## src/rtl/occupancy_grid_arbiter_pkg.sv

```systemverilog
// occupancy_pkg: shared grid types, arbiter state codes and log-odds limits
package occupancy_pkg;
    localparam int GRID_ADDR_WIDTH = 14;
    localparam int LOGODDS_WIDTH = 8;
    typedef logic [GRID_ADDR_WIDTH-1:0] grid_addr_t;
    typedef logic signed [LOGODDS_WIDTH-1:0] logodds_t;
    typedef logic [1:0] arb_state_t;
    localparam arb_state_t IDLE = 2'd0;
    localparam arb_state_t CLEAR = 2'd1;
    localparam arb_state_t UPD_WAIT = 2'd2;
    localparam arb_state_t UPD_WR = 2'd3;
    localparam logodds_t LOGODDS_MAX = logodds_t'(2 ** (LOGODDS_WIDTH - 1) - 1);
    localparam logodds_t LOGODDS_MIN = logodds_t'(-(2 ** (LOGODDS_WIDTH - 1)));
endpackage

```

## src/rtl/occupancy_grid_arbiter_if.sv

```systemverilog
// occupancy_grid_arbiter_if: control, ray-tracer, VGA and BRAM signals of the grid arbiter
interface occupancy_grid_arbiter_if
    import occupancy_pkg::*;
#(
    parameter int ADDR_WIDTH = GRID_ADDR_WIDTH,
    parameter int DATA_WIDTH = LOGODDS_WIDTH
);
    logic zero_occupancy_grid;
    logic occupancy_busy;
    logic upd_req;
    logic [ADDR_WIDTH-1:0] upd_addr;
    logic [DATA_WIDTH-1:0] upd_delta;
    logic upd_gnt;
    logic upd_done;
    logic vga_req;
    logic [ADDR_WIDTH-1:0] vga_addr;
    logic vga_gnt;
    logic vga_rvalid;
    logic [DATA_WIDTH-1:0] vga_rdata;
    logic mem_en;
    logic mem_we;
    logic [ADDR_WIDTH-1:0] mem_addr;
    logic [DATA_WIDTH-1:0] mem_wdata;
    logic [DATA_WIDTH-1:0] mem_rdata;
    modport slave (
        input  zero_occupancy_grid, upd_req, upd_addr, upd_delta, vga_req, vga_addr, mem_rdata,
        output occupancy_busy, upd_gnt, upd_done, vga_gnt, vga_rvalid, vga_rdata,
               mem_en, mem_we, mem_addr, mem_wdata
    );
    modport master (
        output zero_occupancy_grid, upd_req, upd_addr, upd_delta, vga_req, vga_addr, mem_rdata,
        input  occupancy_busy, upd_gnt, upd_done, vga_gnt, vga_rvalid, vga_rdata,
               mem_en, mem_we, mem_addr, mem_wdata
    );
endinterface

```

## src/rtl/occupancy_grid_arbiter_logodds_sat_add.sv

```systemverilog
// logodds_sat_add: signed add clamped to the representable log-odds range
module logodds_sat_add
    import occupancy_pkg::*;
#(
    parameter int W = LOGODDS_WIDTH
) (
    input  logic signed [W-1:0] a_i,
    input  logic signed [W-1:0] b_i,
    output logic signed [W-1:0] sum_o
);
    logic signed [W:0] s;
    assign s = (W + 1)'(a_i) + (W + 1)'(b_i);
    assign sum_o = (s[W] == s[W-1]) ? s[W-1:0] : {s[W], {(W - 1){~s[W]}}};
endmodule

```

## src/rtl/occupancy_grid_arbiter.sv

```systemverilog
// occupancy_grid_arbiter: shares the grid BRAM port among clear sweep, RMW updates and VGA reads; OCC_ARB_FAIRNESS_EN bounds VGA grant streaks
module occupancy_grid_arbiter
    import occupancy_pkg::*;
#(
    parameter int ADDR_WIDTH = GRID_ADDR_WIDTH,
    parameter int DATA_WIDTH = LOGODDS_WIDTH,
    parameter int READ_LATENCY = 1,
    parameter int MAX_VGA_STREAK = 8
) (
    input logic clock,
    input logic reset,
    occupancy_grid_arbiter_if.slave bus
);
    if (READ_LATENCY < 1 || MAX_VGA_STREAK < 1) begin : g_bad_param
        $error("occupancy_grid_arbiter: READ_LATENCY and MAX_VGA_STREAK must be at least 1");
    end
    arb_state_t state_q, state_d;
    logic [ADDR_WIDTH:0] cnt_q, cnt_d;
    logic clear_pending_q, clear_pending_d;
    logic [ADDR_WIDTH-1:0] addr_q, addr_d;
    logic [DATA_WIDTH-1:0] delta_q, delta_d;
    logic [READ_LATENCY-1:0] rv_q;
    logic [DATA_WIDTH-1:0] sat;
    logic idle, fair, vga_win, upd_win, writing, clearing;
    // grants and port drive are suppressed while reset is high so nothing leaks out mid-reset
    assign idle = state_q == IDLE && !reset && !clear_pending_q;
    assign vga_win = idle && bus.vga_req && !fair;
    assign upd_win = idle && bus.upd_req && !vga_win;
    assign writing = state_q == UPD_WR && !reset;
    assign clearing = state_q == CLEAR && !reset;
    assign bus.vga_gnt = vga_win;
    assign bus.upd_gnt = upd_win;
    assign bus.upd_done = writing;
    assign bus.occupancy_busy = clear_pending_q;
    assign bus.mem_en = vga_win || upd_win || writing || clearing;
    assign bus.mem_we = writing || clearing;
    assign bus.mem_addr = vga_win ? bus.vga_addr : upd_win ? bus.upd_addr :
                          writing ? addr_q : clearing ? cnt_q[ADDR_WIDTH-1:0] : '0;
    assign bus.mem_wdata = writing ? sat : '0;
    assign bus.vga_rvalid = rv_q[READ_LATENCY-1];
    assign bus.vga_rdata = bus.vga_rvalid ? bus.mem_rdata : '0;
    logodds_sat_add #(.W(DATA_WIDTH)) u_sat (
        .a_i  (bus.mem_rdata),
        .b_i  (delta_q),
        .sum_o(sat)
    );
`ifdef OCC_ARB_FAIRNESS_EN
    localparam int SW = $clog2(MAX_VGA_STREAK + 1);
    logic [SW-1:0] streak_q;
    assign fair = streak_q == SW'(MAX_VGA_STREAK);
    always_ff @(posedge clock)
        streak_q <= (reset || !bus.upd_req || upd_win) ? '0 : streak_q + SW'(vga_win);
`else
    assign fair = 1'b0;
`endif
    always_comb begin
        state_d = state_q;
        cnt_d = cnt_q;
        addr_d = addr_q;
        delta_d = delta_q;
        clear_pending_d = clear_pending_q || (bus.zero_occupancy_grid && state_q != CLEAR);
        case (state_q)
            IDLE: begin
                if (clear_pending_q) begin
                    state_d = CLEAR;
                    cnt_d = '0;
                end else if (upd_win) begin
                    state_d = READ_LATENCY == 1 ? UPD_WR : UPD_WAIT;
                    cnt_d = (ADDR_WIDTH + 1)'(1);
                    addr_d = bus.upd_addr;
                    delta_d = bus.upd_delta;
                end
            end
            UPD_WAIT: begin
                state_d = cnt_q == (ADDR_WIDTH + 1)'(READ_LATENCY - 1) ? UPD_WR : UPD_WAIT;
                cnt_d = cnt_q + 1'b1;
            end
            UPD_WR: state_d = IDLE;
            default: begin
                cnt_d = cnt_q + 1'b1;
                if (cnt_d[ADDR_WIDTH]) begin
                    state_d = IDLE;
                    clear_pending_d = 1'b0;
                end
            end
        endcase
    end
    always_ff @(posedge clock) begin
        if (reset) begin
            state_q <= IDLE;
            cnt_q <= '0;
            clear_pending_q <= 1'b0;
            addr_q <= '0;
            delta_q <= '0;
            rv_q <= '0;
        end else begin
            state_q <= state_d;
            cnt_q <= cnt_d;
            clear_pending_q <= clear_pending_d;
            addr_q <= addr_d;
            delta_q <= delta_d;
            rv_q <= READ_LATENCY'({rv_q, vga_win});
        end
    end
endmodule

```

## src/flat_wrapper.sv

```systemverilog
// flat-port wrapper written by rule: the top's interface ports become plain ports
module occupancy_grid_arbiter_flat import occupancy_pkg::*;
#(
    parameter int ADDR_WIDTH = GRID_ADDR_WIDTH,
    parameter int DATA_WIDTH = LOGODDS_WIDTH,
    parameter int READ_LATENCY = 1,
    parameter int MAX_VGA_STREAK = 8
)
  (clock, reset, bus_zero_occupancy_grid, bus_upd_req, bus_upd_addr, bus_upd_delta, bus_vga_req, bus_vga_addr, bus_mem_rdata, bus_occupancy_busy, bus_upd_gnt, bus_upd_done, bus_vga_gnt, bus_vga_rvalid, bus_vga_rdata, bus_mem_en, bus_mem_we, bus_mem_addr, bus_mem_wdata);
  occupancy_grid_arbiter_if #(.ADDR_WIDTH(ADDR_WIDTH), .DATA_WIDTH(DATA_WIDTH)) bus_i ();
  input logic clock;
  input logic reset;
  input wire logic [$bits(bus_i.zero_occupancy_grid)-1:0] bus_zero_occupancy_grid;
  input wire logic [$bits(bus_i.upd_req)-1:0] bus_upd_req;
  input wire logic [$bits(bus_i.upd_addr)-1:0] bus_upd_addr;
  input wire logic [$bits(bus_i.upd_delta)-1:0] bus_upd_delta;
  input wire logic [$bits(bus_i.vga_req)-1:0] bus_vga_req;
  input wire logic [$bits(bus_i.vga_addr)-1:0] bus_vga_addr;
  input wire logic [$bits(bus_i.mem_rdata)-1:0] bus_mem_rdata;
  output wire logic [$bits(bus_i.occupancy_busy)-1:0] bus_occupancy_busy;
  output wire logic [$bits(bus_i.upd_gnt)-1:0] bus_upd_gnt;
  output wire logic [$bits(bus_i.upd_done)-1:0] bus_upd_done;
  output wire logic [$bits(bus_i.vga_gnt)-1:0] bus_vga_gnt;
  output wire logic [$bits(bus_i.vga_rvalid)-1:0] bus_vga_rvalid;
  output wire logic [$bits(bus_i.vga_rdata)-1:0] bus_vga_rdata;
  output wire logic [$bits(bus_i.mem_en)-1:0] bus_mem_en;
  output wire logic [$bits(bus_i.mem_we)-1:0] bus_mem_we;
  output wire logic [$bits(bus_i.mem_addr)-1:0] bus_mem_addr;
  output wire logic [$bits(bus_i.mem_wdata)-1:0] bus_mem_wdata;
  assign bus_i.zero_occupancy_grid = bus_zero_occupancy_grid;
  assign bus_i.upd_req = bus_upd_req;
  assign bus_i.upd_addr = bus_upd_addr;
  assign bus_i.upd_delta = bus_upd_delta;
  assign bus_i.vga_req = bus_vga_req;
  assign bus_i.vga_addr = bus_vga_addr;
  assign bus_i.mem_rdata = bus_mem_rdata;
  assign bus_occupancy_busy = bus_i.occupancy_busy;
  assign bus_upd_gnt = bus_i.upd_gnt;
  assign bus_upd_done = bus_i.upd_done;
  assign bus_vga_gnt = bus_i.vga_gnt;
  assign bus_vga_rvalid = bus_i.vga_rvalid;
  assign bus_vga_rdata = bus_i.vga_rdata;
  assign bus_mem_en = bus_i.mem_en;
  assign bus_mem_we = bus_i.mem_we;
  assign bus_mem_addr = bus_i.mem_addr;
  assign bus_mem_wdata = bus_i.mem_wdata;
  occupancy_grid_arbiter #(.ADDR_WIDTH(ADDR_WIDTH), .DATA_WIDTH(DATA_WIDTH), .READ_LATENCY(READ_LATENCY), .MAX_VGA_STREAK(MAX_VGA_STREAK)) u_core (.clock(clock), .reset(reset), .bus(bus_i));
endmodule
```

## config.mk

```make
export PLATFORM = sky130hd
export DESIGN_NAME = occupancy_grid_arbiter_flat
export DESIGN_NICKNAME = d
export VERILOG_FILES = /design/src/rtl/occupancy_grid_arbiter_pkg.sv /design/src/rtl/occupancy_grid_arbiter_if.sv /design/src/rtl/occupancy_grid_arbiter_logodds_sat_add.sv /design/src/rtl/occupancy_grid_arbiter.sv /design/src/flat_wrapper.sv
export SDC_FILE = /design/constraint.sdc
export NUM_CORES = 1
export LEC_CHECK = 0
export ABC_AREA = 1
export CORE_ASPECT_RATIO = 1.4
export CORE_MARGIN = 2
export CORE_UTILIZATION = 25
export CTS_CLUSTER_DIAMETER = 40
export DETAILED_ROUTE_END_ITERATION = 8
export GPL_TIMING_DRIVEN = 0
export PLACE_DENSITY_LB_ADDON = 0.3
export REMOVE_ABC_BUFFERS = 1
export SETUP_SLACK_MARGIN = 0.05
export SLEW_MARGIN = 30
export SYNTH_ARGS = -nofsm -noshare
export SYNTH_HDL_FRONTEND = slang
export SYNTH_SLANG_ARGS = --single-unit
```

## constraint.sdc

```tcl
create_clock -name clock -period 3 [get_ports clock]
set_clock_uncertainty 0.15 [all_clocks]
set_input_delay 0.6 -clock clock [delete_from_list [all_inputs] [get_ports clock]]
set_output_delay 0.6 -clock clock [all_outputs]
set_load 0.02 [all_outputs]
```

---- After elaboration in Yosys (flattened, before gate mapping) ----
Cells that the tools add are included.
word-level totals
  register bits ........................... 41
  bits in latches ......................... 0
  RAM bits ................................ 0
  bits in read-only memories .............. 0
  input bits .............................. 49
  output and inout bits ................... 37
  logic and storage cells ................. 57
  memories kept ........................... 0
cells by class
  $add $sub $neg .......................... 2
  multipliers ............................. 0
  div/mod/pow operators ................... 0
  order comparisons ....................... 0
  equal/unequal tests ..................... 6
  shift operators ......................... 0
  muxes and demuxes ....................... 17
  bitwise gates (word level) .............. 3
  reduce and logical (&&, ||, !) cells .... 23
operators by type and width
  operator                                              count
  2-to-1 mux 14 bit                                     4
  2-to-1 mux 15 bit                                     2
  one-hot mux 15 bit (2 select lines)                   1
  2-to-1 mux 8 bit                                      3
  adder 15 x 1 -> 15 bit (second input constant)        1
  logical NOT 15 bit                                    1
  adder 8 x 8 -> 9 bit                                  1
  logical AND 1 bit                                     8
  2-to-1 mux 2 bit                                      3
  one-hot mux 2 bit (3 select lines)                    1
  logical OR 1 bit                                      5
  equality test 2 bit (second input constant)           2
  AND reduction 2 bit                                   2
  nonzero test 4 bit                                    1
  logical NOT 1 bit                                     3
  2-to-1 mux 1 bit                                      3
  != test 3 x 1 -> 1 bit (second input constant)        1
  inverter 1 bit                                        3
  AND reduction 3 bit                                   1
  OR reduction 3 bit                                    1
  equality test 2 x 1 -> 1 bit (second input constant)  1
  logical NOT 2 bit                                     1
  != test 2 x 1 -> 1 bit (second input constant)        1
  equality test 1 bit                                   1

---- Depth between registers and ports, before layout ----
  depth after elaboration ................. 9
  gate-level depth with buffers ........... 13
  mapped depth without buffers ............ 13

---- By module ----
From an unflattened synthesis, not the netlist that was laid out.
unflattened totals
  cell total of the unflattened synthesis .. 449
  area total of the unflattened synthesis .. 2827.7 um2
by module, submodules not included
  module                  instances  cells an instance  area an instance (um2)  sequential area each (um2)
  occupancy_grid_arbiter  1          357                2321.0                  820.8
  logodds_sat_add         1          92                 506.7                   0.0

---- Worst setup path after synthesis ----
No wires, ideal clock.
  path type ............................... input to output
  start ................................... in bus_mem_rdata[0]
  end ..................................... out bus_mem_wdata[0]
  arrival time ............................ 2.143 ns
  data required time ...................... 2.250 ns
  path slack .............................. 0.107 ns
  cell stages on the path ................. 11
  cell sequence ........................... ha_1 fa_1 nand2_1 nand2_1 nand3_1 nand2_1 nand2_1 nand2_1 nand2_2 nand2_1 nor2_1
on the way
  cells in the longest elaborated chain, start to end .. 4
  elaborated cells on any way between the ends .. 5
  those cells by class .................... 1 x add/sub; 1 x eq/ne; 2 x mux; 1 x bitwise
RTL lines
  what                                                          line                                          text
  start, declared                                               flat_wrapper.sv:19                            input wire logic [$bits(bus_i.mem_rdata)-1:0] bus_mem_rdata;
  adder 8 x 8 -> 9 bit (*)                                      occupancy_grid_arbiter_logodds_sat_add.sv:12  assign s = (W + 1)'(a_i) + (W + 1)'(b_i);
  equality test 1 bit / inverter 1 bit (equally long branches)  occupancy_grid_arbiter_logodds_sat_add.sv:13  assign sum_o = (s[W] == s[W-1]) ? s[W-1:0] : {s[W], {(W - 1){~s[W]}}};
  2-to-1 mux 8 bit (*)                                          occupancy_grid_arbiter_logodds_sat_add.sv:13
  2-to-1 mux 8 bit (*)                                          occupancy_grid_arbiter.sv:39                  assign bus.mem_wdata = writing ? sat : '0;
  end, declared                                                 flat_wrapper.sv:29                            output wire logic [$bits(bus_i.mem_wdata)-1:0] bus_mem_wdata;
Every way passes the cells marked *; elsewhere a longest branch is shown, timed or not.

---- Worst setup path after layout ----
  start ................................... in bus_mem_rdata[0]
  end ..................................... out bus_mem_wdata[5]
Same word-level chain as after synthesis.

==> run_results.csv <==
group,metric,value,unit
timing,tns,0,ns
power,vdd_drop_max,0.245,mV
grt,first_global_vias,3273,
drt,drt-initial-drc-count,110,
setup_path,r2r_setup_slack,1.15,ns
yosys,avgSynthCellArea,6.31,um^2
timing,fin_crit_sh,99.4,%
drt,num_vias,3116,
timing,fmax,0.336,GHz
grt,grt_max_degree,24,
timing,worst_pin_slew,0.521,ns
setup_path,crit_end,"bus_mem_wdata[5]",
setup_path,end_kind,"primary output",
cts,path_clk_slew,0.06,ns
finish,fin_nets,591,
placement,globalplace.congestion,0.845,
die,die_area,0.0116,mm^2
finish,final_core_util,40.9,%
placement,port_buffers,85,
die,coreArea,0.0104,mm^2
hold_path,whs_path_depth,2,
drt,first_pass_iters,4,
grt,grt.met2_usage,30.1,%
power,p_sw_share,37.9,%
setup_path,critPathRequiredTime,2.25,ns
die,die_width,91.7,um
grt,grt_pass1_wl,14.8,mm
die,row_count,44,
cts,ctsRootBufferMaster,"clkbuf_16",
cts,clock_path_buffers,2,
drt,drt-vias-per-instance,4.65,
yosys,ys_types,35,
yosys,synth_cells,426,
setup_path,cpPeakStageDelay,0.40,ns
setup_path,worstPathArrival,2.23,ns
cts,cts_buffers,5,
hold_path,hold_class,"reg2reg",
finish,fin_area,0.00425,mm^2
grt,track_usage,15.7,%
setup_path,startpoint,"bus_mem_rdata[0]",
cts,cts_sinks,41,
power,p_total,2.43,mW
setup_path,r2r_end,"u_core.cnt_q[8]",
placement,placed_area,0.00363,mm^2
finish,area_delta_synth_final,58.0,%
yosys,netlist_area,0.00269,mm^2
timing,slew_headroom,65.3,%
power,internal_power,1.51,mW
power,power.leakage,1.87,nW
die,die_y,127,um
timing,hold_viol,0,
setup_path,r2r_cells,7,
die,io_pins,86,
grt,grt_util_met1,16.7,%
placement,dp_hpwl,6.17,mm
power,clkPwrFrac,29.1,%
setup_path,worstPathMaxFanout,4,
grt,grtUsageMet3,2.32,%
power,p_sw,0.919,mW
cts,cts-htree-levels,2,
cts,ctsHoldBuffers,0,
finish,layout-drive-gt1-share,20.5,%
timing,rsz0062_at_grt,"true",
setup_path,slowest_stage,"fa_2",
power,power_frac_comb,44.1,%
setup_path,r2r_start,"u_core.state_q[0]",
drt,wirelength,9.09,mm
timing,slew_viol_final,0,
run_status,status,"finished, final reports clean",
drt,route.detailed.drc,0,
yosys,ys_seq_area_share,30.5,%
power,p_per_area,571,mW/mm^2
setup_path,cp_cell_sequence,"buf_8, ha_4, fa_2, nand2_2, nand2_4, nand3_4, nand2_2, nand2_1, nand2_1, nand2_2, buf_6, nand3_1, nand2_1, inv_1, buf_6",
cts,clk_latency,0.29,ns
flow_run,drv_cap,0,
drt,wire_per_inst,13.6,um
yosys,ys_warn_count,0,
grt,antenna_found_initial,0,
timing,fin_hold_ws,0.315,ns
yosys,ys_seq_elements,41,
timing,fin_crit,2.98,ns
die,start_util,25.9,%
finish,diodes,0,
grt,busiest_layer,"met2",
setup_path,crit_type,"in2out",
timing,setup_violations,0,
drt,antenna_left,0,
grt,grt-ovfl-total,0,
power,seqPwrFrac,26.8,%
setup_path,start_kind,"primary input",
cts,cts_tree,"done",
## kinds of logic (layout without fill, tap and decap cells)
group,count (synthesis),count (layout),share of synthesized area (%)
adder cells (fa/ha/maj),11,11,5.40
buffers and inverters,74,179,11.4
AO/OA/AOI/OAI,66,66,15.0
XOR/XNOR,3,3,0.977
AND/OR/NAND/NOR,231,232,36.7
flip-flops,41,41,30.5
## registers in the layout, summed over array words and instances, names as in the netlist
register and count:
u_core.addr_q 14, u_core.bus.occupancy_busy 1, u_core.bus.vga_rvalid 1, u_core.cnt_q 15, u_core.delta_q 8, u_core.state_q 2
## cell usage in the layout, fill, tap and decap left out, types with 7 or more instances in the layout
| cell | Yosys | layout |
|---|---|---|
| nor2_1 | 46 | 44 |
| a22oi_1 | 11 | 9 |
| clkdlybuf4s50_1 | 0 | 49 |
| dfxtp_1 | 41 | 41 |
| o21ai_0 | 14 | 14 |
| dlygate4sd2_1 | 0 | 10 |
| ha_4 | 0 | 7 |
| nand2_2 | 2 | 10 |
| inv_1 | 57 | 52 |
| clkbuf_2 | 0 | 11 |
| nand3_1 | 39 | 33 |
| buf_4 | 4 | 20 |
| nand2_1 | 125 | 113 |
| a21oi_1 | 26 | 24 |
## cell usage after synthesis, drive strengths merged
cell	n	area (um^2)
ha	10	125
o211ai	1	7.51
inv	61	229
nand4	6	43.8
a21boi	1	7.51
clkbuf	3	11.3
or2	1	6.26
o31ai	1	21.3
a22oi	11	82.6
buf	10	66.3
nand3	39	195
dfxtp	41	821
fa	1	20.0
o2111ai	3	26.3
nor3	7	46.3
a31oi	1	6.26
nor2	49	196
xor2	1	8.76
a21oi	27	139
o21ai	20	100
nand2	128	493
nand3b	1	7.51
xnor2	2	17.5
a211oi	1	12.5
## through the flow
stage | std cells | worst slack, ns
after CTS | 662 | 0.0216
after floorplan | 413 | 0.0866
after global placement | 636 | -2.52
final | 670 | 0.0194
after global routing | 670 | -0.0707
after detailed placement | 636 | -1.58
## repair_timing
| action | in CTS | in global routing |
|---|---|---|
| pin swaps | 13 | 19 |
| setup endpoints to repair | 49 | 22 |
| buffers inserted | 15 | 8 |
| gates resized for setup | 102 | 57 |
| cloned | 3 | 0 |
## power by group through the flow
stage | Sequential, mW | Clock [mW] | Combinational [mW]
global placement | 0.653 | 0 | 0.894
finish | 0.651 | 0.706 | 1.07
global route | 0.657 | 0.744 | 1.17
floorplan | 0.649 | 0 | 0.564
detailed placement | 0.656 | 0 | 0.907
CTS | 0.648 | 0.723 | 0.992
## critical path: cells and delay by family
family                   cells  cell delay, ns
buffers and inverters        4            0.39
adder cells (fa/ha/maj)      2            0.56
AND/OR/NAND/NOR              9            0.69
## layout make-up
type                    count  area [um^2]
inverters                  61          243
repair inverters            2         15.0
multi-input cells         312         1800
repair buffers            108         1010
flip-flops and latches     41          821
clock buffers               5          125
fillers                  1073         6150
clock inverters             3         68.8
well taps                 138          173
## layer usage
metal,wire [um],vias to the layer above
met5,0,-
met4,306,0
met1,3560,1444
met2,4910,69
li1,-,1583
met3,305,20
## how the worst min path moves through the flow
stage	endpoint	start	slack [ns]
floorplan	u_core.addr_q[13]	u_core.addr_q[13]	0.29
global placement	u_core.addr_q[1]	u_core.addr_q[1]	0.30
detailed placement	u_core.addr_q[6]	u_core.addr_q[6]	0.31
CTS	u_core.addr_q[6]	u_core.addr_q[6]	0.32
global route	u_core.addr_q[2]	u_core.addr_q[2]	0.34
finish	u_core.addr_q[6]	u_core.addr_q[6]	0.31
No activity file was read; power rests on OpenSTA's default activity.
